--- config.mk ---
export PLATFORM = sky130hd
export DESIGN_NAME = serial_add_ctrl
export DESIGN_NICKNAME = d
export VERILOG_FILES = /design/src/rtl/serial_add_ctrl.sv
export SDC_FILE = /design/constraint.sdc
export NUM_CORES = 1
export LEC_CHECK = 0
export BUFFER_PORTS_ARGS = -buffer_cell sky130_fd_sc_hd__buf_2
export CORE_ASPECT_RATIO = 0.8
export CORE_MARGIN = 2
export CORE_UTILIZATION = 45
export DETAILED_ROUTE_END_ITERATION = 6
export GPL_TIMING_DRIVEN = 0
export PLACE_DENSITY = 0.72
export SETUP_SLACK_MARGIN = 0.02
export SKIP_CTS_REPAIR_TIMING = 1
export SLEW_MARGIN = 40
export SYNTH_ARGS = -nofsm -noshare
export SYNTH_HDL_FRONTEND = slang
export SYNTH_SLANG_ARGS = --single-unit
--- constraint.sdc ---
create_clock -name clk -period 2.3 [get_ports clk]
set_input_delay 0.115 -clock clk [delete_from_list [all_inputs] [get_ports clk]]
set_output_delay 0.115 -clock clk [all_outputs]
set_load 0.05 [all_outputs]
--- src/rtl/serial_add_ctrl.sv ---
`default_nettype none
// +----------------------------------------------------------------------------+
// | Module   : serial_add_ctrl (with helper ha)                                |
// | Brief    : Bit-serial WIDTH-bit adder, LSB first, one bit per clock,       |
// |            built from two half adders. SERIAL_ADD_SUB_EN adds subtract.    |
// | Revision : 1.0 - initial release                                           |
// +----------------------------------------------------------------------------+

module ha (
  input  logic a,
  input  logic b,
  output logic s,
  output logic c
);
  assign s = a ^ b;
  assign c = a & b;
endmodule

module serial_add_ctrl #(
  parameter int WIDTH = 8
) (
  input  logic             clk,
  input  logic             rst,
  input  logic             start,
  input  logic [WIDTH-1:0] a,
  input  logic [WIDTH-1:0] b,
  output logic             busy,
  output logic             done,
  output logic [WIDTH-1:0] sum,
  output logic             carry_out
`ifdef SERIAL_ADD_SUB_EN
  ,
  input  logic             sub
`endif
);

  localparam int                 c_cnt_w = $clog2(WIDTH);
  localparam logic [c_cnt_w-1:0] c_last  = c_cnt_w'(WIDTH - 1);

  typedef enum logic [1:0] {
    IDLE  = 2'd0,
    SHIFT = 2'd1,
    DONE  = 2'd2
  } state_t;

  state_t             r_state, w_next;
  logic [WIDTH-1:0]   r_a, r_b, r_sum;
  logic [c_cnt_w-1:0] r_cnt;
  logic               r_carry, r_carry_out, r_busy, r_done;
  logic               w_capture, w_shift, w_last;
  logic               w_s1, w_c1, w_s, w_c2, w_c;

  // Shared 1-bit full adder: two half adders plus an OR for the carry.
  ha u_ha0 (.a(r_a[0]), .b(r_b[0]),  .s(w_s1), .c(w_c1));
  ha u_ha1 (.a(w_s1),   .b(r_carry), .s(w_s),  .c(w_c2));
  assign w_c = w_c1 | w_c2;

  always_ff @(posedge clk or posedge rst) begin
    if (rst) begin
      r_state <= IDLE;
      r_busy  <= 1'b0;
      r_done  <= 1'b0;
    end else begin
      r_state <= w_next;
      r_busy  <= (w_next == SHIFT);
      r_done  <= (w_next == DONE);
    end
  end

  always_comb begin
    w_next    = r_state;
    w_capture = 1'b0;
    w_shift   = 1'b0;
    w_last    = 1'b0;
    case (r_state)
      IDLE: begin
        if (start) begin
          w_capture = 1'b1;
          w_next    = SHIFT;
        end
      end
      SHIFT: begin
        w_shift = 1'b1;
        if (r_cnt == c_last) begin
          w_last = 1'b1;
          w_next = DONE;
        end
      end
      DONE:    w_next = IDLE;
      default: w_next = IDLE;
    endcase
  end

  always_ff @(posedge clk or posedge rst) begin
    if (rst) begin
      r_a         <= '0;
      r_b         <= '0;
      r_sum       <= '0;
      r_cnt       <= '0;
      r_carry     <= 1'b0;
      r_carry_out <= 1'b0;
    end else if (w_capture) begin
      r_a   <= a;
      r_cnt <= '0;
`ifdef SERIAL_ADD_SUB_EN
      // Subtraction as A + ~B + 1: invert B and seed the carry.
      r_b     <= sub ? ~b : b;
      r_carry <= sub;
`else
      r_b     <= b;
      r_carry <= 1'b0;
`endif
    end else if (w_shift) begin
      r_sum   <= {w_s, r_sum[WIDTH-1:1]};
      r_a     <= r_a >> 1;
      r_b     <= r_b >> 1;
      r_carry <= w_c;
      if (w_last) r_carry_out <= w_c;
      else        r_cnt       <= r_cnt + 1'b1;
    end
  end

  assign busy      = r_busy;
  assign done      = r_done;
  assign sum       = r_sum;
  assign carry_out = r_carry_out;

endmodule
`default_nettype wire

==> flow_summary.html <==
<table>
<tr><th>Metric</th><th>Value</th></tr>
<tr><th colspan="2">Final layout</th></tr>
<tr><td>Final standard cell utilization of the core</td><td>between 50% and 60%</td></tr>
<tr><td>Most used cells in the layout excluding fill and tap cells</td><td>sky130_fd_sc_hd__dfrtp_1 (33), sky130_fd_sc_hd__buf_2 (32), sky130_fd_sc_hd__nand2_1 (26), sky130_fd_sc_hd__nor2_1 (10), sky130_fd_sc_hd__a21oi_1 (9)</td></tr>
<tr><td>Diodes inserted</td><td>0</td></tr>
<tr><td>Area added between synthesis and finish</td><td>19.5%</td></tr>
<tr><td>Most common cell after layout, fill and taps aside</td><td>sky130_fd_sc_hd__dfrtp_1</td></tr>
<tr><td>Layout Cell Area excl Fill</td><td>roughly 1700 um^2</td></tr>
<tr><td>Number of nets in the layout</td><td>197</td></tr>
<tr><td>Share of layout cells above drive strength 1</td><td>between 20% and 30%</td></tr>
<tr><th colspan="2">Placement</th></tr>
<tr><td>Cell area after placement</td><td>1660 um^2</td></tr>
<tr><td>HPWL after DPL</td><td>between 2 and 2.5 mm</td></tr>
<tr><td>Number of buffers added on ports</td><td>29</td></tr>
<tr><td>Placer congestion estimate</td><td>0.720</td></tr>
<tr><th colspan="2">Power and ir drop</th></tr>
<tr><td>Internal power</td><td>about 1500 uW</td></tr>
<tr><td>Leakage power total</td><td>around 0.00085 uW</td></tr>
<tr><td>Total power</td><td>between 2000 and 3000 uW</td></tr>
<tr><td>Fraction of power spent switching nets</td><td>42.7%</td></tr>
<tr><td>Power share of the combinational group</td><td>between 40% and 50%</td></tr>
<tr><td>PD cells</td><td>1500 nW/um^2</td></tr>
<tr><td>Share of total power in sequential cells</td><td>between 30% and 40%</td></tr>
<tr><td>Worst ir drop on vdd</td><td>around 0.66 mV</td></tr>
<tr><td>Switching power of the nets</td><td>~1100 uW</td></tr>
<tr><td>Clock network fraction of total power</td><td>between 10% and 20%</td></tr>
<tr><th colspan="2">Route</th></tr>
<tr><td>Wire length on met1</td><td>roughly 1.4 mm</td></tr>
<tr><td>Number of nets still failing antenna checks after routing</td><td>0</td></tr>
<tr><td>Total DRC errors in the routed layout</td><td>0</td></tr>
<tr><td>Number of search-and-repair iterations in the first detailed-routing pass</td><td>4</td></tr>
<tr><td>Total met3 wirelength after detailed routing</td><td>about 160 um</td></tr>
<tr><td>Average vias per placed instance</td><td>around 5.4</td></tr>
<tr><td>Detail-routed net length per standard cell</td><td>around 14 um</td></tr>
<tr><td>DR WL met2</td><td>between 1 and 1.5 mm</td></tr>
<tr><td>Total number of vias</td><td>1,164</td></tr>
<tr><td>Max layer used</td><td>met4</td></tr>
<tr><td>DRT Wirelength</td><td>between 2 and 3 mm</td></tr>
<tr><td>Count of routing violations after the opening detailed-route iteration</td><td>52</td></tr>
<tr><th colspan="2">Yosys</th></tr>
<tr><td>Cell count after synthesis</td><td>approximately 140</td></tr>
<tr><td>Mean area per synthesized cell</td><td>10.6 um^2</td></tr>
<tr><td>Number of register bits inferred by synthesis</td><td>33</td></tr>
<tr><td>Area share of the largest cell type after synthesis</td><td>roughly 57%</td></tr>
<tr><td>Dominant cell type by area after synthesis</td><td>sky130_fd_sc_hd__dfrtp_1</td></tr>
<tr><td>Post-synthesis cell type count</td><td>28</td></tr>
<tr><td>Synthesized netlist net count</td><td>160</td></tr>
<tr><td>Ranking of synthesized cells by area</td><td>sky130_fd_sc_hd__dfrtp_1 (57%), sky130_fd_sc_hd__nand2_1 (6.7%), sky130_fd_sc_hd__o32ai_1 (3.6%)</td></tr>
<tr><td>Post-synthesis cell area</td><td>around 1500 um^2</td></tr>
<tr><td>Fraction of the yosys area taken by sequential cells</td><td>56.5%</td></tr>
<tr><td>Count of yosys warnings during synthesis</td><td>0</td></tr>
<tr><th colspan="2">Floorplan</th></tr>
<tr><td>Core ar.</td><td>slightly above 3000 um^2</td></tr>
<tr><td>Y dimension of the die</td><td>between 50 and 60 um</td></tr>
<tr><td>Cell row count</td><td>18</td></tr>
<tr><td>Die area</td><td>roughly 3700 um^2</td></tr>
<tr><td>Horizontal extent of the die</td><td>around 68 um</td></tr>
<tr><td>Initial Util</td><td>47.4%</td></tr>
<tr><td>I/O pins</td><td>30</td></tr>
<tr><th colspan="2">Timing</th></tr>
<tr><td>Final Hold Fails</td><td>0</td></tr>
<tr><td>Slew at the pin closest to its max-slew limit</td><td>~670 ps</td></tr>
<tr><td>Max Freq</td><td>roughly 0.61 GHz</td></tr>
<tr><td>Final period util</td><td>71.3%</td></tr>
<tr><td>Fin Clk Skew</td><td>4.89 ps</td></tr>
<tr><td>Setup violators final</td><td>0</td></tr>
<tr><td>Setup repair after global routing missed its margin</td><td>false</td></tr>
<tr><td>Setup_tns</td><td>0 ps</td></tr>
<tr><td>Pins over their slew limit</td><td>0</td></tr>
<tr><td>Slew headroom</td><td>about 56%</td></tr>
<tr><td>Minimum period implied by the final worst setup slack</td><td>~1600 ps</td></tr>
<tr><th colspan="2">Clock network</th></tr>
<tr><td>Total CTS buffers</td><td>5</td></tr>
<tr><td>Clock root buffer master</td><td>sky130_fd_sc_hd__clkbuf_8</td></tr>
<tr><td>Clk_lat worst skew</td><td>between 200 and 300 ps</td></tr>
<tr><td>Clock Path Buffers</td><td>2</td></tr>
<tr><td>Clock Sink Count</td><td>33</td></tr>
<tr><td>CTS tree</td><td>built</td></tr>
<tr><td>Clock-pin slew of the registers on the worst-case setup and hold paths</td><td>about 60 ps</td></tr>
<tr><td>H-tree levels</td><td>2</td></tr>
<tr><th colspan="2">Worst setup path</th></tr>
<tr><td>Crit Path Category</td><td>reg -&gt; reg</td></tr>
<tr><td>Largest fanout on the critical path</td><td>9</td></tr>
<tr><td>Worst setup startpoint</td><td>r_cnt[0]</td></tr>
<tr><td>Peak per-stage delay on the critical path</td><td>400 ps</td></tr>
<tr><td>Element type at the critical path start</td><td>flop</td></tr>
<tr><td>Cells traversed along the worst timing path</td><td>ha_1, ha_1, clkbuf_1, and2_1, mux2_2</td></tr>
<tr><td>Cell family with the largest share of critical-path delay</td><td>flip-flops</td></tr>
<tr><td>Nature of the critical path endpoint</td><td>flop</td></tr>
<tr><td>Launching point of the worst reg2reg path</td><td>r_cnt[0]</td></tr>
<tr><td>Most repeated library cell on the critical path</td><td>sky130_fd_sc_hd__ha_1</td></tr>
<tr><td>WP data required</td><td>2460 ps</td></tr>
<tr><td>Signal arrival time at the worst endpoint</td><td>~1800 ps</td></tr>
<tr><td>Cell with the largest stage delay on the worst path</td><td>sky130_fd_sc_hd__dfrtp_1</td></tr>
<tr><td>Number of buffers and inverters on the critical path</td><td>1</td></tr>
<tr><th colspan="2">Global routing</th></tr>
<tr><td>Maximum number of pins on one net before global-route repair</td><td>34</td></tr>
<tr><td>Tot GR Track Use</td><td>a little under a fifth</td></tr>
<tr><td>Leftover overflow at the end of global routing</td><td>0</td></tr>
<tr><td>First-pass GRT wire length</td><td>around 5 mm</td></tr>
<tr><td>Via count of the first global-routing pass</td><td>roughly 1,100</td></tr>
<tr><td>Initial antenna violation count</td><td>0</td></tr>
<tr><th colspan="2">Hold path</th></tr>
<tr><td>Path type of the worst min-delay path</td><td>in -&gt; reg</td></tr>
<tr><td>Hold path start</td><td>b[7]</td></tr>
<tr><th colspan="2">Run status</th></tr>
<tr><td>Run status</td><td>completed</td></tr>
<tr><th colspan="2">Job</th></tr>
<tr><td>MaxCap Viol Count</td><td>0</td></tr>
</table>
cell type report:
type                       count  area [um^2]
timing repair buffer          30          155
tap                           40         50.0
fill                         270         1340
buffer                         8         63.8
clock buffer                   8         80.1
multi-input combinational     88          538
inverter                       9         33.8
sequential                    33          826
stage by stage:
step | cells | hold WS [ps] | worst slack [ps]
after floorplan | 138 | 244 | 825
after global placement | 207 | 382 | 737
after detailed placement | 207 | 252 | 686
after CTS | 215 | -53.6 | 676
after global routing | 216 | 113 | 574
final | 216 | 98.6 | 659
power groups by stage:
| stage | Sequential (uW) | Combinational, uW | Clock, uW |
|---|---|---|---|
| 2_1_floorplan | 1290 | 652 | 0 |
| 3_3_place_gp | 1020 | 1150 | 0 |
| 3_5_place_dp | 1030 | 1200 | 0 |
| 4_1_cts | 1030 | 1200 | 414 |
| 5_1_grt | 1070 | 1310 | 443 |
| 6_report | 1030 | 1190 | 401 |
Yosys cell counts (all sizes together):
library cell	count
dfrtp	33
nor2	10
clkinv	1
a22oi	5
a2bb2oi	4
o311ai	1
nor2b	1
buf	7
and2	2
a22o	1
o32ai	7
o22ai	8
ha	2
nand2	27
mux2	1
or2	1
nand2b	2
inv	8
fa	1
nor3	3
a21oi	9
clkbuf	1
o2bb2ai	3
metal layers:
layer,GRT usage [%],vias up
li1,-,560
met1,23.8,581
met2,29.2,21
met3,7.09,2
met4,8.16,0
met5,0,-
worst min-delay path, delay by kind of cell:
kind / cells / cell delay [ps]
compound gates: 1 / 80
buf+inv: 2 / 140
sequential cells by signal (all words and copies together), names as in the netlist:
| register | count |
|---|---|
| r_a | 8 |
| r_b | 8 |
| sum | 8 |
| r_cnt | 3 |
| r_state | 2 |
| busy | 1 |
| carry_out | 1 |
| done | 1 |
| r_carry | 1 |
cells by family (layout without fill, tap and decap cells):
logic type	Yosys count	in the layout	share of synthesized area, %
buffers and inverters	17	55	6.68
AND/OR/NAND/NOR	46	46	13.8
AO/OA/AOI/OAI	38	38	19.2
flip-flops	33	33	56.5
adder cells (fa/ha/maj)	3	3	3.08
multiplexers	1	1	0.770
path summary, 6_finish.rpt:
kind / cells after the start / endpoint / slack [ps]
worst min-delay path: 3 / r_b[7] / 100
worst max-delay path: 5 / carry_out / 660
worst min register to register: 2 / sum[0] / 480
worst max register to register: 5 / carry_out / 660
max in group asynchronous: 3 / r_b[2] / 1390
min in group asynchronous: 3 / sum[6] / 480
Note: power is estimated with default switching activity, not from simulation.
